[src/rtl/mul8_pp_pipe.sv]
// Purpose : two-stage register shell around an external 8x8 unsigned GPC compressor tree.
//           S1 registers the 64 partial-product bits as 15 column bundles; S2 captures the
//           compressor's 16 column results as the registered product.
// Latency : a pair accepted at edge N drives pp_col* after N; prod_o/out_valid follow after N+1.
// Backpr. : valid/ready per stage; in_ready falls only when both stages are full and out_ready=0.
//
// Ports:
//   clk, rst            rising-edge clock, asynchronous active-high reset
//   in_valid/in_ready   operand handshake for a_i, b_i (8-bit unsigned)
//   pp_col0..pp_col14   registered partial-product column k (to compressor src k),
//                       width min(k+1,15-k), bit 0 = lowest multiplicand index i
//   cmp_dst             compressor results, bit k = column k result
//   out_valid/out_ready product handshake for prod_o
//   res_cnt             wrapping count of products handed off (CNT_W bits)
//   chk_err             sticky self-check flag, only with `define MUL8_PP_CHECK_EN
module mul8_pp_pipe #(
    parameter int CNT_W = 16
) (
    input  logic             clk,
    input  logic             rst,
    input  logic             in_valid,
    output logic             in_ready,
    input  logic [7:0]       a_i,
    input  logic [7:0]       b_i,
    output logic [0:0]       pp_col0,
    output logic [1:0]       pp_col1,
    output logic [2:0]       pp_col2,
    output logic [3:0]       pp_col3,
    output logic [4:0]       pp_col4,
    output logic [5:0]       pp_col5,
    output logic [6:0]       pp_col6,
    output logic [7:0]       pp_col7,
    output logic [6:0]       pp_col8,
    output logic [5:0]       pp_col9,
    output logic [4:0]       pp_col10,
    output logic [3:0]       pp_col11,
    output logic [2:0]       pp_col12,
    output logic [1:0]       pp_col13,
    output logic [0:0]       pp_col14,
    input  logic [15:0]      cmp_dst,
    output logic             out_valid,
    input  logic             out_ready,
    output logic [15:0]      prod_o,
    output logic [CNT_W-1:0] res_cnt
`ifdef MUL8_PP_CHECK_EN
    ,
    output logic             chk_err
`endif
);

    logic        s1_valid;
    logic        s1_ready;
    logic        s2_ready;
    logic        s1_load;
    logic        s2_load;
    logic [63:0] pp_d;
    logic [63:0] pp_q;

    assign s2_ready = !out_valid || out_ready;
    assign s1_ready = !s1_valid || s2_ready;
    // Held low while reset is asserted so every output reads 0 during reset.
    assign in_ready = s1_ready && !rst;
    assign s1_load  = in_valid && in_ready;
    assign s2_load  = s1_valid && s2_ready;

    // Pack columns back to back, k ascending, and within a column i ascending.
    always_comb begin
        int n;
        pp_d = '0;
        n    = 0;
        for (int k = 0; k < 15; k++) begin
            for (int i = 0; i < 8; i++) begin
                if ((k - i >= 0) && (k - i <= 7)) begin
                    pp_d[n[5:0]] = a_i[i[2:0]] & b_i[3'(k - i)];
                    n++;
                end
            end
        end
    end

    // Column k starts at the sum of the widths of columns 0..k-1.
    assign pp_col0  = pp_q[0:0];
    assign pp_col1  = pp_q[2:1];
    assign pp_col2  = pp_q[5:3];
    assign pp_col3  = pp_q[9:6];
    assign pp_col4  = pp_q[14:10];
    assign pp_col5  = pp_q[20:15];
    assign pp_col6  = pp_q[27:21];
    assign pp_col7  = pp_q[35:28];
    assign pp_col8  = pp_q[42:36];
    assign pp_col9  = pp_q[48:43];
    assign pp_col10 = pp_q[53:49];
    assign pp_col11 = pp_q[57:54];
    assign pp_col12 = pp_q[60:58];
    assign pp_col13 = pp_q[62:61];
    assign pp_col14 = pp_q[63:63];

    // Stage 1: PP registers hold when not loading, including after S1 drains.
    always_ff @(posedge clk or posedge rst) begin
        if (rst) begin
            s1_valid <= 1'b0;
            pp_q     <= '0;
        end else if (s1_load) begin
            s1_valid <= 1'b1;
            pp_q     <= pp_d;
        end else if (s2_ready) begin
            s1_valid <= 1'b0;
        end
    end

    // Stage 2: prod_o only changes on a load, so it is stable under backpressure.
    always_ff @(posedge clk or posedge rst) begin
        if (rst) begin
            out_valid <= 1'b0;
            prod_o    <= '0;
        end else if (s2_load) begin
            out_valid <= 1'b1;
            prod_o    <= cmp_dst;
        end else if (out_ready) begin
            out_valid <= 1'b0;
        end
    end

    always_ff @(posedge clk or posedge rst) begin
        if (rst) begin
            res_cnt <= '0;
        end else if (out_valid && out_ready) begin
            res_cnt <= res_cnt + 1'b1;
        end
    end

`ifdef MUL8_PP_CHECK_EN
    // Operand shadows travel with the PP bits so the compressor result can be
    // compared against a reference product at the moment S2 captures it.
    logic [7:0] a_q;
    logic [7:0] b_q;

    always_ff @(posedge clk or posedge rst) begin
        if (rst) begin
            a_q <= '0;
            b_q <= '0;
        end else if (s1_load) begin
            a_q <= a_i;
            b_q <= b_i;
        end
    end

    always_ff @(posedge clk or posedge rst) begin
        if (rst) begin
            chk_err <= 1'b0;
        end else if (s2_load && (cmp_dst != (16'(a_q) * 16'(b_q)))) begin
            chk_err <= 1'b1;
        end
    end
`endif

endmodule

[config.mk]
export PLATFORM = sky130hd
export DESIGN_NAME = mul8_pp_pipe
export DESIGN_NICKNAME = d
export VERILOG_FILES = /design/src/rtl/mul8_pp_pipe.sv
export SDC_FILE = /design/constraint.sdc
export NUM_CORES = 1
export LEC_CHECK = 0
export ABC_AREA = 1
export BUFFER_PORTS_ARGS = -buffer_cell sky130_fd_sc_hd__buf_2
export CORE_ASPECT_RATIO = 1.25
export CORE_MARGIN = 2
export CORE_UTILIZATION = 47
export CTS_CLUSTER_DIAMETER = 120
export DETAILED_ROUTE_END_ITERATION = 8
export HOLD_SLACK_MARGIN = 0.03
export PLACE_DENSITY_LB_ADDON = 0.05
export SYNTH_ARGS = -nofsm -noshare
export SYNTH_HDL_FRONTEND = slang
export SYNTH_SLANG_ARGS = --single-unit
[constraint.sdc]
create_clock -name clk -period 2.7 [get_ports clk]
set_clock_uncertainty 0.05 [all_clocks]
set_input_delay 0.135 -clock clk [delete_from_list [all_inputs] [get_ports clk]]
set_output_delay 0.135 -clock clk [all_outputs]
set_load 0.03 [all_outputs]
==> summary.md <==
| Metric | Value |
|---|---|
| WL/cell | 12.2 µm |
| TritonCTS Buffers | 9 |
| Placer's final routability congestion estimate | slightly below 0.8 |
| Mean number of vias per cell | 4.46 |
| Total vias in the final route | 2378 |
| Number of placement rows | 32 |
| Highest-count cells in the layout ignoring fill and taps | sky130_fd_sc_hd__nand2_1 (97), sky130_fd_sc_hd__buf_2 (97), sky130_fd_sc_hd__dfrtp_1 (66) |
| Area Growth Syn to Fin | 29.0% |
| Post-route ant nets | 0 |
| Type of the worst setup path | reg -> reg |
| Sequential cell fraction of total power | 0.412 |
| Mapped cell area | 3020 µm² |
| Cts repair resizes | 0 |
| DRT Pass-1 Iters | 4 |
| Sequential element share of the synthesized area | 0.547 |
| Leakage Power | 0.00224 µW |
| Die span in y | 93.6 µm |
| Basic-gate share of the synthesized area counting and, or, nand and nor cells | 0.218 |
| Full die area | a little over 7000 µm² |
| Number of setup buffers added after CTS | 0 |
| Iteration-0 DRC Markers | between 100 and 150 |
| Antenna diode count | 0 |
| Worst reg-to-reg path cell count | 8 |
| Logic gate share of total power | 0.280 |
| Outcome | finished, final reports clean |
| End of the worst register-to-register path | pp_q[9] |
| Maximum vdd ir drop | 0.000465 V |
| Fraction of the mapped netlist area in adder cells | 0.00415 |
| Clock buffer depth | 2 |
| Period minus WS final | about 1.7 ns |
| Final nets | 480 |
| Compound-Gate Fraction of Synth Area | 0.00166 |
| Hold violation count in the final report | 0 |
| Boundary Pins | 134 |
| Detailed Route WL | 6500 µm |
| Total routing usage reported by global routing | 0.193 |
| Max Clk Rate | 0.602 GHz |
| Clock latency at the later pin of the worst-skew pair | 0.33 ns |
| Transition time of the tightest slew-check pin | 0.814 ns |
| Final clock period utilization by the worst path | 0.616 |
| Fraction of final layout cells with drive strength greater than 1 | 0.308 |
| Count of final max-slew check failures | 0 |
| Clock slew seen by the registers of the worst setup and hold paths | around 0.070 ns |
| Worst EP arrival | 1.84 ns |
| # H-tree levels | 3 |
| Global-route wire length before repair | about 10000 µm |
| Final setup margin | 1.04 ns |
| Final setup violating endpoints | 0 |
| Mux cell area share after synthesis | 0.0597 |
| Area inside the core boundary | roughly 6200 µm² |
| Via count of the first global-routing pass | 2209 |
| Worst hold path class | in -> async |
| Total power | 3030 µW |
| XOR/XNOR share of the synthesized area | 0.0319 |
| Register-to-register setup slack | 1.04 ns |
| # hold bufs at CTS | 24 |
| Die boundary width | 75.7 µm |
| Critical Path Source Type | flip-flop |
| Port Buffer Count | 97 |
| Total number of yosys warnings | 0 |
| Clock tree from TritonCTS | built |
| Cells after synthesis | 321 |
| Net switching power figure | 1080 µW |
| Internal power component | between 1500 and 2000 µW |
| Sum of negative setup slack | 0 ns |
| Post-route DRC | 0 |
| Master cell of the clock root buffer | sky130_fd_sc_hd__clkbuf_8 |
| Sinks on Clock Net | 66 |
| Total half-perimeter wirelength after legalization and detailed placement | 4480 µm |
| Post-Place Setup Slack | about 1.1 ns |
| Clock network power share | 0.308 |
| Data required time of the critical path | roughly 2.9 ns |
| Effective utilization at floorplan | 0.486 |
| Grt total ovfl | 0 |
| Unrepaired setup endpoints after global routing | no |
| Max Cap Violations | 0 |
| Count of state elements after synthesis | 66 |
| Critical Path Fanout Max | 33 |
| Max transition margin | 0.457 |
| Critical path endpoint category | flip-flop |
| Worst r2r src | out_valid |
| Main combinational cell family by area after synthesis | simple AND/OR/NAND/NOR gates |
| Largest net degree at the start of global routing | between 60 and 70 |
| Post-synthesis cell type count | 21 |
| Net switching share of the total power | 0.356 |
| Power density normalized to cell area | between 700 and 800 nW/µm² |
| Antenna violations before repair | 0 |
| Average cell area after synthesis | 9.40 µm² |
[metal layers]
metal,vias up,wire length (µm),track usage,part of all wire
li1,1176,-,-,-
met1,1125,2720,0.244,0.42
met2,67,3340,0.313,0.51
met3,10,318,0.0399,0.049
met4,0,121,0.0877,0.019
met5,-,0,0,0
[cells by family (layout without fill, tap and decap cells)]
group,Yosys count,count (layout)
AOI/OAI and AO/OA,1,1
DFF,66,66
buffers and inverters,68,164
other,1,32
muxes,16,16
and+or+nand+nor,157,157
adders and majority gates,1,1
xor gates and xnor gates,11,11
[worst max path at each step]
stage / start / end / slack (ns) / cells after the start
after CTS: out_valid / pp_q[9] / 1.05 / 8
after detailed placement: out_valid / pp_q[47] / 1.06 / 8
after floorplan: rst / pp_q[7] / 0.31 / 7
after global placement: out_valid / pp_q[25] / 1.06 / 8
after global routing: out_valid / pp_q[53] / 0.87 / 8
final: out_valid / pp_q[9] / 1.04 / 8
[critical path: stages (launching register included)]
cell and delay [ns]:
sky130_fd_sc_hd__dfrtp_1 0.39, sky130_fd_sc_hd__nand2_1 0.12, sky130_fd_sc_hd__nor2_1 0.06, sky130_fd_sc_hd__inv_2 0.05, sky130_fd_sc_hd__nand2_2 0.07, sky130_fd_sc_hd__nor2_4 0.27
sky130_fd_sc_hd__inv_2 0.32, sky130_fd_sc_hd__nand2_1 0.15, sky130_fd_sc_hd__nand2_1 0.06
[sequential cells by signal, indices dropped and copies added, names as in the netlist]
| name | flops |
|---|---|
| out_valid | 1 |
| prod_o | 16 |
| res_cnt | 16 |
| s1_valid | 1 |
| pp_q | 32 |
[through the flow]
stage | std cells | hold slack, ns | utilization | cell area (µm²)
after detailed placement | 493 | 0.320 | 0.552 | 3420
after CTS | 533 | 0.0385 | 0.627 | 3890
after floorplan | 352 | 0.223 | - | 3130
after global placement | 493 | 0.318 | 0.552 | 3420
after global routing | 533 | 0.0711 | 0.627 | 3890
final | 533 | 0.0168 | 0.627 | 3890
[cell type report]
cell class                 instances  area, µm²
clock buffer                      10        138
inverter                          25       93.8
fill                             580       2310
tap                               85        106
multi-input combinational        218       1070
timing repair buffer             123        741
sequential                        66       1650
clock inverter                     6       90.1
[synth_stat cells (all sizes together)]
library cell	number	area (µm²)
ha	1	12.5
dfrtp	66	1650
o21ai	1	5.00
xnor2	2	17.5
mux2	16	180
buf	39	302
conb	1	3.75
nand2	99	377
clkbuf	4	15.0
nor2	16	70.1
inv	25	93.8
nor3	1	5.00
xor2	9	78.8
nand3	40	200
and2	1	6.26
[power by group through the flow]
stage          clock, µW  sequential (µW)  combinational, µW
2_1_floorplan          0             1570                315
3_3_place_gp           0             1260                827
3_5_place_dp           0             1260                832
4_1_cts              955             1250                859
5_1_grt              995             1270                913
6_report             932             1250                849
Note: power is estimated with default switching activity, not from simulation.
